===== config.mk =====
export PLATFORM = sky130hd
export DESIGN_NAME = cram_read_arbiter
export DESIGN_NICKNAME = d
export VERILOG_FILES = /design/src/rtl/cram_read_arbiter.sv
export SDC_FILE = /design/constraint.sdc
export NUM_CORES = 1
export LEC_CHECK = 0
export ABC_AREA = 1
export CORE_MARGIN = 2
export CORE_UTILIZATION = 23
export DETAILED_ROUTE_END_ITERATION = 10
export PLACE_DENSITY = 0.77
export SLEW_MARGIN = 5
export SYNTH_ARGS = -nofsm -noshare
export SYNTH_HDL_FRONTEND = slang
export SYNTH_SLANG_ARGS = --single-unit
export TNS_END_PERCENT = 10

===== constraint.sdc =====
create_clock -name clk -period 2.1 [get_ports clk]
set_input_delay 0.315 -clock clk [delete_from_list [all_inputs] [get_ports clk]]
set_output_delay 0.315 -clock clk [all_outputs]
set_load 0.005 [all_outputs]

===== src/rtl/cram_read_arbiter.sv =====
// Two-requester arbiter for the single AXI4 read port of the code RAM, with an in-order route FIFO.
// Optional feature: define CRAM_ARB_RR_EN for round-robin arbitration (default is fixed priority, fetch first).
module cram_read_arbiter #(
    parameter int ADDR_W          = 32,
    parameter int DATA_W          = 32,
    parameter int MAX_OUTSTANDING = 4
) (
    input  logic                               clk,
    input  logic                               nrst,
    input  logic                               m0_arvalid,
    output logic                               m0_arready,
    input  logic [ADDR_W-1:0]                  m0_araddr,
    output logic                               m0_rvalid,
    input  logic                               m0_rready,
    output logic [DATA_W-1:0]                  m0_rdata,
    output logic [1:0]                         m0_rresp,
    input  logic                               m1_arvalid,
    output logic                               m1_arready,
    input  logic [ADDR_W-1:0]                  m1_araddr,
    output logic                               m1_rvalid,
    input  logic                               m1_rready,
    output logic [DATA_W-1:0]                  m1_rdata,
    output logic [1:0]                         m1_rresp,
    output logic [3:0]                         s_cram_arid,
    output logic [31:0]                        s_cram_araddr,
    output logic [7:0]                         s_cram_arlen,
    output logic [2:0]                         s_cram_arsize,
    output logic [1:0]                         s_cram_arburst,
    output logic                               s_cram_arvalid,
    input  logic                               s_cram_arready,
    input  logic [3:0]                         s_cram_rid,
    input  logic [DATA_W-1:0]                  s_cram_rdata,
    input  logic [1:0]                         s_cram_rresp,
    input  logic                               s_cram_rlast,
    input  logic                               s_cram_rvalid,
    output logic                               s_cram_rready,
    output logic [$clog2(MAX_OUTSTANDING):0]   outstanding,
    output logic                               rid_err
);

    localparam int PTR_W = $clog2(MAX_OUTSTANDING);
    localparam int CNT_W = PTR_W + 1;

    typedef enum logic {
        ARB_OPEN,
        ARB_LOCKED
    } lock_t;

    lock_t                      lock_state;
    lock_t                      lock_next;
    logic                       lock_sel;
    logic                       lock_sel_next;
    logic [MAX_OUTSTANDING-1:0] route;
    logic [PTR_W-1:0]           wr_ptr;
    logic [PTR_W-1:0]           rd_ptr;
    logic [CNT_W-1:0]           count;
    logic                       full;
    logic                       empty;
    logic                       any_valid;
    logic                       grant;
    logic                       head;
    logic                       push;
    logic                       pop;
    logic                       beat_bad;
`ifdef CRAM_ARB_RR_EN
    logic                       last_grant;
`endif

    assign full      = (count == CNT_W'(MAX_OUTSTANDING));
    assign empty     = (count == '0);
    assign any_valid = m0_arvalid | m1_arvalid;
    assign head      = route[rd_ptr];

    always_comb begin
        grant = 1'b0;
        if (lock_state == ARB_LOCKED) begin
            grant = lock_sel;
        end else if (m0_arvalid && m1_arvalid) begin
`ifdef CRAM_ARB_RR_EN
            grant = ~last_grant;
`else
            grant = 1'b0;
`endif
        end else begin
            grant = m1_arvalid & ~m0_arvalid;
        end
    end

    // A presented but unaccepted request pins the grant until its handshake.
    always_comb begin
        lock_next     = ARB_OPEN;
        lock_sel_next = lock_sel;
        if (s_cram_arvalid && !s_cram_arready) begin
            lock_next     = ARB_LOCKED;
            lock_sel_next = grant;
        end
    end

    assign s_cram_arvalid = any_valid & ~full;
    assign s_cram_arid    = {3'b000, grant};
    assign s_cram_araddr  = 32'(grant ? m1_araddr : m0_araddr);
    assign s_cram_arlen   = 8'd0;
    assign s_cram_arsize  = 3'd2;
    assign s_cram_arburst = 2'd1;
    assign m0_arready     = s_cram_arready & s_cram_arvalid & ~grant;
    assign m1_arready     = s_cram_arready & s_cram_arvalid & grant;

    // A beat arriving with nothing outstanding is stalled rather than dropped.
    assign s_cram_rready = ~empty & (head ? m1_rready : m0_rready);
    assign m0_rvalid     = ~empty & ~head & s_cram_rvalid;
    assign m1_rvalid     = ~empty & head & s_cram_rvalid;
    assign m0_rdata      = s_cram_rdata;
    assign m1_rdata      = s_cram_rdata;
    assign m0_rresp      = s_cram_rresp;
    assign m1_rresp      = s_cram_rresp;

    assign push     = s_cram_arvalid & s_cram_arready;
    assign pop      = ~empty & s_cram_rvalid & s_cram_rready;
    assign beat_bad = (s_cram_rid != {3'b000, head}) | ~s_cram_rlast;

    assign outstanding = count;

    always_ff @(posedge clk) begin
        if (nrst) begin
            lock_state <= ARB_OPEN;
            lock_sel   <= 1'b0;
            route      <= '0;
            wr_ptr     <= '0;
            rd_ptr     <= '0;
            count      <= '0;
            rid_err    <= 1'b0;
`ifdef CRAM_ARB_RR_EN
            last_grant <= 1'b1;
`endif
        end else begin
            lock_state <= lock_next;
            lock_sel   <= lock_sel_next;
            if (push) begin
                route[wr_ptr] <= grant;
                wr_ptr        <= wr_ptr + PTR_W'(1);
`ifdef CRAM_ARB_RR_EN
                last_grant    <= grant;
`endif
            end
            if (pop) begin
                rd_ptr <= rd_ptr + PTR_W'(1);
                if (beat_bad) begin
                    rid_err <= 1'b1;
                end
            end
            case ({push, pop})
                2'b10:   count <= count + CNT_W'(1);
                2'b01:   count <= count - CNT_W'(1);
                default: count <= count;
            endcase
        end
    end

endmodule


Yosys cells after proc, flatten, opt, wreduce, memory -nomap -nowiden --
Cells that the tools add are included. W data, S select, Z words.
Cells by class: add/subtract/negate cells 4, $lt $le $gt $ge 3, eq/ne operators 4, mux-type cells 11, bitwise operators 20, reduce and logical (&&, ||, !) cells 7
Operators with widths (count):
- $mux W32 | 1
- $and A1 B1 Y1 | 12
- $lt A2 B3 Y1 const B | 2
- $mux W1 | 6
- $not A1 Y1 | 6
- $pmux W3 S2 | 1
- $add A2 B1 Y2 const B | 2
- $bwmux W4 | 1
- $ne A4 B1 Y1 | 1
- $add A3 B1 Y3 const B | 1
- $eq A3 B3 Y1 const B | 1
- $logic_and A1 B1 Y1 | 3
- $logic_not A3 Y1 | 1
- $sub A3 B1 Y3 const B | 1
- $bmux W1 S2 | 1
- $demux W1 S2 | 1
- $eq A2 B1 Y1 const B | 1
- $eq A2 B2 Y1 const B | 1
- $ge A2 B1 Y1 const B | 1
- $or A1 B1 Y1 | 2
- $reduce_and A2 Y1 | 1
- $reduce_bool A2 Y1 | 1
- $logic_not A1 Y1 | 1
Word-level totals: bits in registers 14, input bits 111, output and inout bits 127

Logic depth before layout (Yosys ltp) --
depth after elaboration 7, depth in mapped cells 13, mapped depth without buffers 13

Worst setup path after synthesis --
OpenSTA, ideal clock, no wires.
path type register to register, start point register rd_ptr[0], end point register count[2], in the netlist outstanding[2], data arrival time 1854 ps, required time 1978 ps, setup slack 124 ps, cell stages (with the launch flop) 14, buffers on the path 0, cells stage by stage dfxtp_1 inv_2 nand2_1 nand3_2 nand2_2 nand3_2 a21oi_2 ha_1 inv_1 fa_1 a21oi_1 o21ai_0 o21ai_0 a21oi_1
On the way: longest elaborated chain between the ends 7, elaborated cells between the ends (all ways) 9, those cells by class eq/ne (2); mux (4); bitwise (2); reduce/logical (1)
RTL lines:
- start: declaration | line 55 | logic [PTR_W-1:0] rd_ptr;
- start signal: assignment | line 146 | rd_ptr <= rd_ptr + PTR_W'(1);
- $bmux W1 S2 (*) | line 72 | assign head = route[rd_ptr];
- $mux W1 (not written as such) (*) | line 72
- $mux W1 (*) | line 109 | assign s_cram_rready = ~empty & (head ? m1_rready : m0_rready);
- $and A1 B1 Y1 (*) | line 109
- $and A1 B1 Y1 (*) | line 118 | assign pop = ~empty & s_cram_rvalid & s_cram_rready;
- via pop | line 63 | logic pop;
- $eq A2 B1 Y1 / $eq A2 B2 Y1 (equally long branches) | line 151 | case ({push, pop})
- $pmux W3 S2 / $reduce_bool A2 Y1 (equally long branches)
- end signal: assignment | line 152 | 2'b10: count <= count + CNT_W'(1);
- end signal: assignment | line 153 | 2'b01: count <= count - CNT_W'(1);
- end signal: assignment | line 154 | default: count <= count;
- end: declaration | line 56 | logic [CNT_W-1:0] count;
Mark *: on every way through the listed nets, which the timed path passes. The rest lies on a longest branch. The select of a mux whose other input is x is not followed. A chain may end at the register's enable or synchronous reset.

Worst setup path in the final report --
start point input m1_arvalid, end point output m1_arready
On the way: longest elaborated chain between the ends 4, elaborated cells between the ends (all ways) 8, those cells by class mux (2); bitwise (5); reduce/logical (1)
RTL lines:
- start: declaration | line 17 | input logic m1_arvalid,
- $or A1 B1 Y1, or another cell as far along | line 71 | assign any_valid = m0_arvalid | m1_arvalid;
- $and A1 B1 Y1 / $mux W1 (equally long branches) | line 99, 78
- $and A1 B1 Y1 / $mux W1 (equally long branches) | line 106, 76
- $and A1 B1 Y1 (*) | line 106 | assign m1_arready = s_cram_arready & s_cram_arvalid & grant;
- end: declaration | line 18 | output logic m1_arready,
Mark *: on every way between the ends. The rest lies on a longest branch, timed or not.

==> reports/metrics.csv <==
metric,value,unit
fin. max-slew vios,0,
pre-CTS WS,-0.2089,ns
clock root buffer,clkbuf_8,
Synth top cells by count,"nand2_1 (113), buf_4 (85), dfxtp_1 (14), nor2_1 (14), inv_1 (13)",
Combinational Power Share,0.488,
syn_area_per_cell,6.218,um2
gpl congestion,0.9331,
Post-DRT Antenna Nets,0,
Die Y,93.61,um
Starting Density,0.2378,
vias in the first global route,1819,
dpl cells,454,
Hold Fails Final Rpt,0,
Non-Filler Instances,459,
CTS buffer count,3,
worst setup margin,-0.1280,ns
Worst path max stage delay,0.52,ns
Core ar.,0.007767,mm2
cell with the most instances after synthesis,nand2_1,
failing checks,setup timing,
clk_skew,0.001997,ns
routed len/inst,17.02,um
RSZ-0062 raised after global routing,true,
Area Growth Syn to Fin,48.04,%
H-tree depth,1,
Post-Route Setup TNS,-0.3402,ns
Top Ports,238,
diode count,0,
Clock power frac,0.238,
nets@finish,475,
status,finished with violations,
Final Power,1.078,mW
Tcrit/Tclk final,1.061,
Net Switching,0.3271,mW
peak supply drop,0.3532,mV
internal power,0.7506,mW
GRT overflow,0,
"Core Util, Final",0.3520,
Detailed Place HPWL,6733,um
DRC viols,0,
Hold Buf Count CTS,0,
insertion delay to the later sink of the worst-skew pair,0.24,ns
clock sinks,14,
Via-to-Cell Ratio,4.111,
clock buffer depth,2,
Static Leak,1.320,nW
Critical Path AT,1.91,ns
hold slack,0.4537,ns
Async SR Flop Fraction,0,
Post-CTS Setup Repair Bufs,0,
CP endpoint kind,output port,
synth warn,0,
cell mode on critical path,clkdlybuf4s50_1,
maximum number of pins on one net before global-route repair,19,
cell family with most CP delay,buffers and inverters,
Final setup viols,3,
Yosys cell types,23,
GRT Util Overall,0.1668,
"Buf+Inv Stages, Crit Path",3,
worst r2r src,rd_ptr[1],
Worst EP required,1.78,ns
Post-synth EDFFs,0,
Synth Instances,297,
hold crit path type,reg2reg,
leading area contributor after synthesis,buf_4,
Clock Pin Slew Worst Setup and Hold Paths,0.06,ns
Min-Delay Startpoint,outstanding[0],
CP Cell Sequence,clkdlybuf4s50_1 > or2_1 > nand3_2 > buf_4 > nor2_4 > clkdlybuf4s50_1,
# Max-Cap Violations,0,
Port-buffer cells,119,
Flop pwr share,0.274,
Cell Rows,32,
cell area after synthesis,0.001847,mm2
"Max stage delay cell, worst path",clkdlybuf4s50_1,
Synth Register Bits,14,
switching portion of total power,0.3035,
area of the die,0.008762,mm2
"Seq/Total Area, Yosys",0.1518,
final instance area,0.002734,mm2
most area-consuming cells after synthesis,"buf_4 (35%), nand2_1 (23%), dfxtp_1 (15%)",
PD cells,394.2,mW/mm2
Die Span X,93.61,um
final WL,7813,um
share of cells above drive strength 1,0.1092,
area share of the leading cell type in the synthesized netlist,0.3455,
CP Class,in2out,
antenna violations before repair,0,
Final Critical Period,2.228,ns
First-pass DRT Iterations,4,
detailed-route via count,1887,
CP max FO,7,
Worst Setup SP,m1_arvalid,
DR iter-0 viols,68,
first-pass GRT wire length,10920,um
crit path launch type,input port,
highest clock rate,448.8,MHz
Post-DP Area,0.002664,mm2
CTS tree,yes,
main flop type after synthesis,dfxtp_1,
-- cell usage in the layout, fill, tap and decap left out, types with 4 or more instances in the layout --
cell type / Yosys / layout
a21oi_1: 9 / 9
a22oi_1: 4 / 4
buf_4: 85 / 11
clkbuf_8: 0 / 4
clkdlybuf4s50_1: 0 / 88
conb_1: 2 / 16
dfxtp_1: 14 / 12
dlygate4sd2_1: 0 / 29
ha_1: 5 / 5
inv_1: 13 / 13
nand2_1: 113 / 112
nand3_2: 7 / 7
nor2_1: 14 / 14
o21ai_0: 6 / 4
-- flip-flops by register name (all words and copies together), names as in the netlist --
name / flops
lock_sel: 1
outstanding: 3
route: 4
rd_ptr: 2
lock_state: 1
wr_ptr: 2
rid_err: 1
-- worst register-to-register path, delay by kind of cell, from the launching register on --
family | cells | cell delay (ns)
and+or+nand+nor | 2 | 0.27
buffers and inverters | 2 | 0.14
adders and majority gates | 2 | 0.54
AOI/OAI and AO/OA | 5 | 0.63
DFF | 1 | 0.39
-- cell families (layout without fill, tap and decap cells) --
| kind of cell | count (synthesis) | count (layout) | synth area share |
|---|---|---|---|
| other | 2 | 16 | 0.004067 |
| adders and majority gates | 6 | 6 | 0.04472 |
| DFF | 14 | 14 | 0.1518 |
| AOI/OAI and AO/OA | 21 | 21 | 0.06640 |
| buffers and inverters | 109 | 155 | 0.3984 |
| and+or+nand+nor | 145 | 145 | 0.3347 |
-- per-layer routing --
layer,global-route usage,vias up,routed length [um]
li1,-,933,-
met1,0.2021,781,2854
met2,0.2830,156,3587
met4,0.06159,0,348
met3,0.04351,17,1022
met5,0,-,0
-- power by group through the flow --
stage / combinational, mW / clock [mW] / sequential (mW)
after floorplan: 0.309 / 0 / 0.299
after global placement: 0.546 / 0 / 0.298
after detailed placement: 0.546 / 0 / 0.300
after CTS: 0.528 / 0.261 / 0.294
after global routing: 0.576 / 0.271 / 0.297
final: 0.526 / 0.257 / 0.295
-- cell type report --
| type | count | area [um2] |
|---|---|---|
| Tap cell | 102 | 127.6 |
| Inverter | 17 | 66.31 |
| Clock buffer | 4 | 55.05 |
| Multi-Input combinational cell | 188 | 885.9 |
| Sequential cell | 14 | 282.8 |
| Timing Repair Buffer | 134 | 1316 |
| Fill cell | 861 | 5034 |
-- worst paths after layout --
kind / to / slack, ns / cells past startpoint
min reg2reg: outstanding[0] / 0.45 / 1
max reg2reg: outstanding[2] / 0.04 / 11
min: outstanding[0] / 0.45 / 1
max: m1_arready / -0.13 / 6
-- repair_timing --
item                       in CTS  in global routing
pin swaps                       0                  1
gates resized for setup        36                  5
cloned                          1                  0
setup endpoints to repair      36                  8
Note: power is estimated with default switching activity, not from simulation.
